**config.mk**
```make
export PLATFORM = sky130hd
export DESIGN_NAME = pixel_frame_ctrl
export DESIGN_NICKNAME = d
export VERILOG_FILES = /design/src/rtl/pixel_frame_ctrl.sv
export SDC_FILE = /design/constraint.sdc
export NUM_CORES = 1
export LEC_CHECK = 0
export CORE_MARGIN = 5
export CORE_UTILIZATION = 29
export DETAILED_ROUTE_END_ITERATION = 6
export PLACE_DENSITY = 0.45
export SLEW_MARGIN = 20
export SYNTH_ARGS = -nofsm -noshare
export SYNTH_HDL_FRONTEND = slang
export SYNTH_SLANG_ARGS = --single-unit
```
**constraint.sdc**
```tcl
create_clock -name clk_20M -period 6.15 [get_ports clk_20M]
set_input_delay 1.23 -clock clk_20M [delete_from_list [all_inputs] [get_ports clk_20M]]
set_output_delay 1.23 -clock clk_20M [all_outputs]
set_load 0.02 [all_outputs]
```
**src/rtl/pixel_frame_ctrl.sv**
```systemverilog
// -----------------------------------------------------------------------------
// pixel_frame_ctrl
//
// Frame scheduler and double-buffered pixel store for a NUM_LEDS neopixel
// string. Two frame buffers of 3*NUM_LEDS GRB bytes are kept in one RAM:
// the back buffer is written by the host, and the front buffer is streamed
// to the serializer byte by byte. A free-running frame timer produces one
// tick every FRAME_PERIOD cycles. Each tick seen while idle and enabled starts
// a serializer frame. A pending host swap is applied on that same edge, so a
// frame in flight never mixes old and new pixel data.
//
// Ports
//   clk_20M      in   system clock, all logic on the rising edge
//   nrst         in   synchronous active-low reset
//   enable       in   allows ticks to start frames
//   wr_en        in   host write strobe into the back buffer
//   wr_addr[5:0] in   byte index (3*p+0 = G, 3*p+1 = R, 3*p+2 = B)
//   wr_data[7:0] in   byte to write
//   swap_req     in   pulse; swap buffers at the next frame start
//   swap_done    out  pulse; the swap was applied
//   frame_start  out  pulse; serializer begins a frame
//   byte_req     in   serializer pulse requesting the next byte
//   byte_data    out  requested byte (0x00 past the end of the frame)
//   byte_valid   out  pulse qualifying byte_data
//   frame_done   in   serializer pulse; frame and its reset gap are complete
//   busy         out  high while a frame is in progress
//   overrun      out  sticky; a tick arrived while a frame was in progress
// -----------------------------------------------------------------------------
module pixel_frame_ctrl #(
    parameter int NUM_LEDS     = 16,
    parameter int FRAME_PERIOD = 400000
) (
    input  logic       clk_20M,
    input  logic       nrst,
    input  logic       enable,
    input  logic       wr_en,
    input  logic [5:0] wr_addr,
    input  logic [7:0] wr_data,
    input  logic       swap_req,
    output logic       swap_done,
    output logic       frame_start,
    input  logic       byte_req,
    output logic [7:0] byte_data,
    output logic       byte_valid,
    input  logic       frame_done,
    output logic       busy,
    output logic       overrun
);

    // -------------------------------------------------------------------------
    // Constants
    // -------------------------------------------------------------------------
    localparam int                 FRAME_BYTES = 3 * NUM_LEDS;
    localparam int                 TIMER_W     = $clog2(FRAME_PERIOD);
    localparam logic [TIMER_W-1:0] TIMER_LAST  = TIMER_W'(FRAME_PERIOD - 1);
    // Byte index is one bit wider than the 6-bit address so that it can hold
    // FRAME_BYTES itself (the "past the end" position) for a 64-byte frame.
    localparam logic [6:0]         FRAME_END   = 7'(FRAME_BYTES);

    typedef enum logic {
        IDLE   = 1'b0,
        STREAM = 1'b1
    } state_e;

    // -------------------------------------------------------------------------
    // State
    // -------------------------------------------------------------------------
    state_e             state_q, state_d;
    logic [TIMER_W-1:0] timer_q, timer_d;
    logic [6:0]         idx_q, idx_d;
    logic               front_sel_q, front_sel_d;
    logic               pending_q, pending_d;
    logic               frame_start_q, frame_start_d;
    logic               swap_done_q, swap_done_d;
    logic               byte_valid_q, byte_valid_d;
    logic [7:0]         byte_data_q, byte_data_d;
    logic               overrun_q, overrun_d;

    logic               tick;
    logic               wr_ok;

    // Both buffers live in one array; the top address bit selects the buffer.
    logic [7:0]         mem_q [0:127];

    // -------------------------------------------------------------------------
    // Frame timer: free running, independent of state and enable.
    // -------------------------------------------------------------------------
    assign tick = (timer_q == TIMER_LAST);

    always_comb begin
        if (tick) begin
            timer_d = '0;
        end else begin
            timer_d = timer_q + 1'b1;
        end
    end

    // -------------------------------------------------------------------------
    // Pixel RAM
    // -------------------------------------------------------------------------
    // Writes always target the buffer that is back before this edge; a swap
    // applied on the same edge only affects later writes.
    assign wr_ok = wr_en && ({1'b0, wr_addr} < FRAME_END);

    // NOTE: the RAM has no reset on purpose; clearing it would need a
    // per-word write port and would stop it mapping onto RAM primitives.
    always_ff @(posedge clk_20M) begin
        if (wr_ok) begin
            mem_q[{~front_sel_q, wr_addr}] <= wr_data;
        end
    end

    // -------------------------------------------------------------------------
    // Next-state and output logic
    // -------------------------------------------------------------------------
    // NOTE: every signal written here gets its default first, so no path
    // through the case statement can leave one unassigned and infer a latch.
    always_comb begin
        state_d       = state_q;
        idx_d         = idx_q;
        front_sel_d   = front_sel_q;
        pending_d     = pending_q;
        frame_start_d = 1'b0;
        swap_done_d   = 1'b0;
        byte_valid_d  = 1'b0;
        byte_data_d   = 8'h00;
        overrun_d     = overrun_q;

        unique case (state_q)
            IDLE: begin
                // byte_req and frame_done carry no meaning here.
                if (tick && enable) begin
                    state_d       = STREAM;
                    frame_start_d = 1'b1;
                    idx_d         = '0;
                    if (pending_q) begin
                        front_sel_d = ~front_sel_q;
                        pending_d   = 1'b0;
                        swap_done_d = 1'b1;
                    end
                end
            end

            STREAM: begin
                if (byte_req) begin
                    byte_valid_d = 1'b1;
                    // Past the end the serializer receives zero bytes and
                    // the index parks at the end of the frame.
                    if (idx_q < FRAME_END) begin
                        byte_data_d = mem_q[{front_sel_q, idx_q[5:0]}];
                        idx_d       = idx_q + 1'b1;
                    end
                end
                if (frame_done) begin
                    state_d = IDLE;
                end
                // The tick itself is dropped; only the overrun is recorded.
                if (tick) begin
                    overrun_d = 1'b1;
                end
            end

            default: begin
                state_d = IDLE;
            end
        endcase

        // Evaluated after a possible swap so that a request arriving on the
        // swap edge stays pending for the following frame.
        if (swap_req) begin
            pending_d = 1'b1;
        end
    end

    // -------------------------------------------------------------------------
    // Registers
    // -------------------------------------------------------------------------
    // NOTE: sequential state uses non-blocking assignments so every register
    // samples the values from before the edge, independent of statement order.
    always_ff @(posedge clk_20M) begin
        if (!nrst) begin
            state_q       <= IDLE;
            timer_q       <= '0;
            idx_q         <= '0;
            front_sel_q   <= 1'b0;
            pending_q     <= 1'b0;
            frame_start_q <= 1'b0;
            swap_done_q   <= 1'b0;
            byte_valid_q  <= 1'b0;
            byte_data_q   <= 8'h00;
            overrun_q     <= 1'b0;
        end else begin
            state_q       <= state_d;
            timer_q       <= timer_d;
            idx_q         <= idx_d;
            front_sel_q   <= front_sel_d;
            pending_q     <= pending_d;
            frame_start_q <= frame_start_d;
            swap_done_q   <= swap_done_d;
            byte_valid_q  <= byte_valid_d;
            byte_data_q   <= byte_data_d;
            overrun_q     <= overrun_d;
        end
    end

    // -------------------------------------------------------------------------
    // Outputs
    // -------------------------------------------------------------------------
    assign frame_start = frame_start_q;
    assign swap_done   = swap_done_q;
    assign byte_valid  = byte_valid_q;
    assign byte_data   = byte_data_q;
    assign overrun     = overrun_q;
    // A frame is in progress exactly while the controller is streaming.
    assign busy        = (state_q == STREAM);

endmodule
```
==> flow_summary.json, run 1 <==
{
  "antenna_found_initial": 4,
  "core_um2": 144000,
  "synth_edf_count": 1024,
  "final_layout_size_suffix_gt1_share_pct": 15.0,
  "avgViaCountPerCell": 4.67,
  "dp_hpwl_mm": 68.5,
  "cts_root_buf": "clkbuf_16",
  "clk_pin_slew_ps": 60,
  "fin_crit_sh_pct": 64.8,
  "leakagePower_nw": 15.2,
  "gr-total-overflow": 0,
  "setup_viol": 0,
  "yosysMostFrequentCell": "edfxtp_1",
  "postSynthAreaPerCell_um2": 19.5,
  "ys_types": 61,
  "synth_area_leaders": "edfxtp_1 73%, mux4_2 6.8%, mux2i_1 5.2%",
  "area_growth_pct": 16.7,
  "yosysWarnings": 0,
  "dp.cells": 4285,
  "seq_area_frac_synth_pct": 75.3,
  "place_area_um2": 45200,
  "cts_setup_buffers": 0,
  "fin_hold_ws_ps": 463,
  "switching_share_pct": 19.8,
  "required_ps": 6470,
  "drt_iter0_markers": 1639,
  "final_net_count": 2521,
  "ir_drop_mv": 0.184,
  "synth_area_um2": 42000,
  "clock_sinks": 1065,
  "maxCapViolCount": 0,
  "rows": 139,
  "end_kind": "register",
  "slew-limit-headroom_pct": 27.9,
  "place_ws_ps": 1500,
  "p_sw_mw": 3.01,
  "io_buffer_count": 33,
  "cts_max_path_buffers": 3,
  "gr-usage-met2_pct": 23.6,
  "hold_viol": 0,
  "critPathKind": "input port to register",
  "final-max-slew-violation-count": 0,
  "hp-class": "register to register",
  "yosysTopAreaCellShare_pct": 73.3,
  "die_w_um": 390,
  "synthFlopType": "edfxtp_1",
  "rsz0062_at_grt": "no",
  "path_max_fanout": 8,
  "dr.pass1.iters": 5,
  "vias": 21002,
  "p_clk_share_pct": 44.6,
  "clk_latency_ps": 690,
  "worstPathArrival_ps": 4300,
  "synth_common_cells": "1024 x edfxtp_1, 219 x mux2i_1, 149 x nor2_1",
  "synth_cells": 2152,
  "comb_power_share_pct": 1.9,
  "ys_async_sr_fraction_pct": 0,
  "io_pins": 34,
  "htree_levels": 3,
  "drc": 0,
  "yosysTopAreaCell": "edfxtp_1",
  "powerDensity_nw_per_um2": 311,
  "p_seq_share_pct": 53.5,
  "wl_per_cell_um": 24.4,
  "yosys_register_bits": 1065,
  "start_util_pct": 29.2,
  "groute.usage.overall_pct": 14.2,
  "status": "finished clean",
  "cts_resized": 0,
  "top_usage_layer": "met2",
  "grt_pass1_wl_mm": 158,
  "tritoncts": "yes",
  "fin_cells": 4493,
  "final_antenna_net_count": 0,
  "postLayoutCellArea_um2": 48900,
  "grt_max_degree": 84,
  "fin_crit_ps": 3980,
  "dieArea_um2": 152000,
  "tns_ps": 0,
  "hold_buffers": 0,
  "tightest_slew_ps": 1080,
  "routabilityCongestion": 0.787,
  "met3_usage_pct": 2.53,
  "fmax_mhz": 251,
  "p_int_mw": 12.2,
  "met1_usage_pct": 19.4,
  "worst_slack_ps": 2170,
  "wl_mm": 110,
  "fin_skew_ps": 27.9,
  "cts_made_buffers": 114,
  "critical_path.startpoint_type": "input port",
  "die_h_um": 390,
  "grt_pass1_vias": 22059
}
==> placed cells by master, fill, tap and decap left out, types with 32 or more instances in the layout <==
| master | count |
|---|---|
| edfxtp_1 | 1024 |
| a21oi_1 | 39 |
| dfxtp_1 | 37 |
| nor2_1 | 148 |
| buf_4 | 59 |
| nand2_1 | 50 |
| clkbuf_16 | 117 |
| mux4_2 | 126 |
| conb_1 | 256 |
| a22oi_1 | 37 |
| mux4_1 | 38 |
| mux2i_1 | 219 |
| nand3_1 | 32 |
==> through the flow <==
stage	util [%]	total power, mW
3_3_place_gp	31.5	8.57
4_1_cts	34.1	15.4
2_1_floorplan	-	8.39
6_report	34.1	15.2
3_5_place_dp	31.5	8.59
5_1_grt	34.1	15.8
==> power by group through the flow <==
stage / registers (mW) / logic [mW] / clock network [mW]
final: 8.15 / 0.282 / 6.79
after global placement: 8.29 / 0.282 / 0
after CTS: 8.15 / 0.288 / 6.97
after detailed placement: 8.30 / 0.289 / 0
after floorplan: 8.29 / 0.101 / 0
after global routing: 8.16 / 0.313 / 7.29
==> flip-flops by register name, summed over array words and instances (netlist names) <==
name,count
pending_q,1
timer_q,19
byte_data,8
front_sel_q,1
busy,1
mem_q,1024
byte_valid,1
swap_done,1
idx_q,7
overrun,1
frame_start,1
==> cells by family after synthesis <==
family	Yosys count	share of synthesized area (%)
AND/OR/NAND/NOR	327	3.67
adder cells (fa/ha/maj)	2	0.0596
buffers and inverters	125	2.13
AO/OA/AOI/OAI	215	3.72
flip-flops	1065	75.3
multiplexers	397	14.7
other	1	0.00894
XOR/XNOR	20	0.418
==> worst max-delay path, stage by stage <==
cell,delay [ps]
clkdlybuf4s50_1,610
a21boi_0,430
buf_4,240
nand4b_1,690
buf_4,510
nor2_1,580
==> cell type report <==
cell class,instances,area (um2)
multi-input combinational,1217,10500
fill,13692,94700
sequential,1065,31600
inverter,12,45.0
tap,1903,2380
timing repair buffer,88,773
clock buffer,138,3040
clock inverter,69,661
antenna,1,2.50
==> layer usage <==
| metal | up-vias | part of all wire, % |
|---|---|---|
| met5 | - | 0 |
| met3 | 143 | 4.7 |
| met4 | 0 | 2.4 |
| met2 | 484 | 48 |
| li1 | 9253 | - |
| met1 | 11122 | 45 |
==> path summary, 6_finish.rpt <==
kind | from | endpoint | slack [ps] | cells after the start
max | wr_en | mem_q[46][6] | 2170 | 6
min | timer_q[0] | timer_q[0] | 460 | 1
max reg2reg | idx_q[0] | byte_data[5] | 2240 | 7
min reg2reg | timer_q[0] | timer_q[0] | 460 | 1
No activity file was read; power rests on OpenSTA's default activity.
==> run 2, diff against run 1 <==
==> constraint.sdc (replaced) <==
create_clock -name clk_20M -period 4.14 [get_ports clk_20M]
set_input_delay 0.828 -clock clk_20M [delete_from_list [all_inputs] [get_ports clk_20M]]
set_output_delay 0.828 -clock clk_20M [all_outputs]
set_load 0.02 [all_outputs]
==> run 2 against run 1 <==
Flip-flop and latch count unchanged. Core utilization is 0.47 points higher. Clock skew rose by 17 ps. Sequential power up 48%. Critical endpoint is now byte_data[5]. Clock power is 47% higher. Largest cell class unchanged.
==> flow_summary.json, run 2 (synthesis results as in run 1) <==
{
  "cts_setup_buffers": 0,
  "fin_hold_ws_ps": 466,
  "die_h_um": 390,
  "htree_levels": 3,
  "drc": 0,
  "end_kind": "register",
  "tns_ps": 0,
  "dp_hpwl_mm": 70.2,
  "cts_root_buf": "clkbuf_16",
  "core_um2": 144000,
  "setup_viol": 0,
  "grt_pass1_wl_mm": 159,
  "clock_sinks": 1065,
  "final-max-slew-violation-count": 0,
  "final_antenna_net_count": 0,
  "final_layout_size_suffix_gt1_share_pct": 17.5,
  "cp_common_cell": "buf_4",
  "worstPathCellList": "buf_4 -> mux4_2 -> a2bb2oi_1 -> a211oi_1 -> buf_4 -> o31ai_1 -> a21oi_1 -> nor4_1",
  "largest_reg_flops": 1024,
  "final_cell_mix": "1024 x edfxtp_1, 256 x conb_1, 219 x mux2i_1, 148 x nor2_1, 130 x buf_4",
  "reg2reg_to": "byte_data[5]",
  "tightest_slew_ps": 1080,
  "powerDensity_nw_per_um2": 454,
  "clk_latency_ps": 740,
  "reg2reg_from": "idx_q[2]",
  "fmax_mhz": 278,
  "dr.pass1.iters": 5,
  "grt_max_degree": 91,
  "rows": 139,
  "critical_path.startpoint_type": "register",
  "cts_max_path_buffers": 3,
  "routabilityCongestion": 0.777,
  "maxCapViolCount": 0,
  "clk_pin_slew_ps": 60,
  "final_net_count": 2601,
  "worstPathArrival_ps": 4210,
  "drt_iter0_markers": 1734,
  "rsz0062_at_grt": "no",
  "fin_crit_ps": 3600,
  "fin_skew_ps": 45.0,
  "io_pins": 34,
  "mostFrequentLayoutCell": "edfxtp_1",
  "avgViaCountPerCell": 4.67,
  "tritoncts": "yes",
  "hold_viol": 0,
  "die_w_um": 390,
  "ir_drop_mv": 0.326,
  "cpPeakStageDelay_ps": 860,
  "reg2reg_setup_slack_ps": 540,
  "wl_per_cell_um": 24.1,
  "critPathKind": "register to register",
  "cts_made_buffers": 115,
  "hold_depth": 1,
  "crit_slowest_cell": "o31ai_1",
  "grt_pass1_vias": 22425,
  "wl_mm": 110,
  "vias": 21368,
  "dieArea_um2": 152000,
  "status": "finished clean",
  "worstHoldStart": "timer_q[0]",
  "leakagePower_nw": 15.6,
  "reg2reg_depth": 8,
  "start_util_pct": 29.2,
  "fin_crit_sh_pct": 87.0,
  "gr-total-overflow": 0,
  "antenna_found_initial": 8,
  "io_buffer_count": 33,
  "hp-class": "register to register",
  "holdPathEnd": "timer_q[0]",
  "slew-limit-headroom_pct": 27.7,
  "hold_buffers": 0,
  "cts_resized": 0,
  "largest_register": "mem_q",
  "groute.usage.overall_pct": 14.3,
  "required_ps": 4740,
  "path_max_fanout": 35,
  "area_growth_pct": 18.3
}
run 2: worst max-delay path: cells and delay by family (launching register included):
| kind | cells | cell delay (ps) |
|---|---|---|
| buf+inv | 2 | 730 |
| compound gates | 4 | 1320 |
| mux | 1 | 330 |
| simple gates | 1 | 290 |
| flops | 1 | 770 |
run 2: worst max-delay path by stage:
stage / cells after the start / slack (ps) / start / endpoint
after floorplan: 3 / 1620 / wr_addr[4] / mem_q[80][0]
after CTS: 8 / 420 / idx_q[1] / byte_data[5]
after global placement: 8 / 460 / idx_q[1] / byte_data[5]
final: 8 / 540 / idx_q[2] / byte_data[5]
after detailed placement: 8 / 450 / idx_q[1] / byte_data[5]
after global routing: 7 / 340 / idx_q[0] / byte_data[7]
run 2: cell type report:
| class | count | area, um2 |
|---|---|---|
| clock buffer | 139 | 3010 |
| multi-input combinational | 1217 | 10500 |
| sequential | 1065 | 31600 |
| tap | 1903 | 2380 |
| fill | 13690 | 94000 |
| inverter | 12 | 45.0 |
| timing repair buffer | 167 | 1470 |
| antenna | 1 | 2.50 |
| clock inverter | 73 | 649 |
run 2: per-layer routing:
| metal | up-vias | track usage (%) | wire, um |
|---|---|---|---|
| met1 | 11271 | 18.6 | 47100 |
| met4 | 2 | 5.03 | 3210 |
| met3 | 148 | 3.51 | 6860 |
| li1 | 9416 | - | - |
| met2 | 531 | 23.6 | 52900 |
| met5 | - | 0 | 13 |
run 2: report_power, final:
part	switching, mW	internal (mW)
clock	4.21	5.78
combinational	0.315	0.113
sequential	0.0508	12.0
run 2: through the flow:
stage | setup slack, ps | power (mW) | cells | instance area [um2] | utilization [%]
global placement | 462 | 12.7 | 4363 | 45900 | 32.0
finish | 538 | 22.5 | 4577 | 49600 | 34.5
global route | 340 | 23.3 | 4576 | 49600 | 34.5
CTS | 424 | 22.8 | 4575 | 49600 | 34.5
detailed placement | 449 | 12.8 | 4363 | 45900 | 32.0
floorplan | 1620 | 12.5 | 2407 | 42900 | -
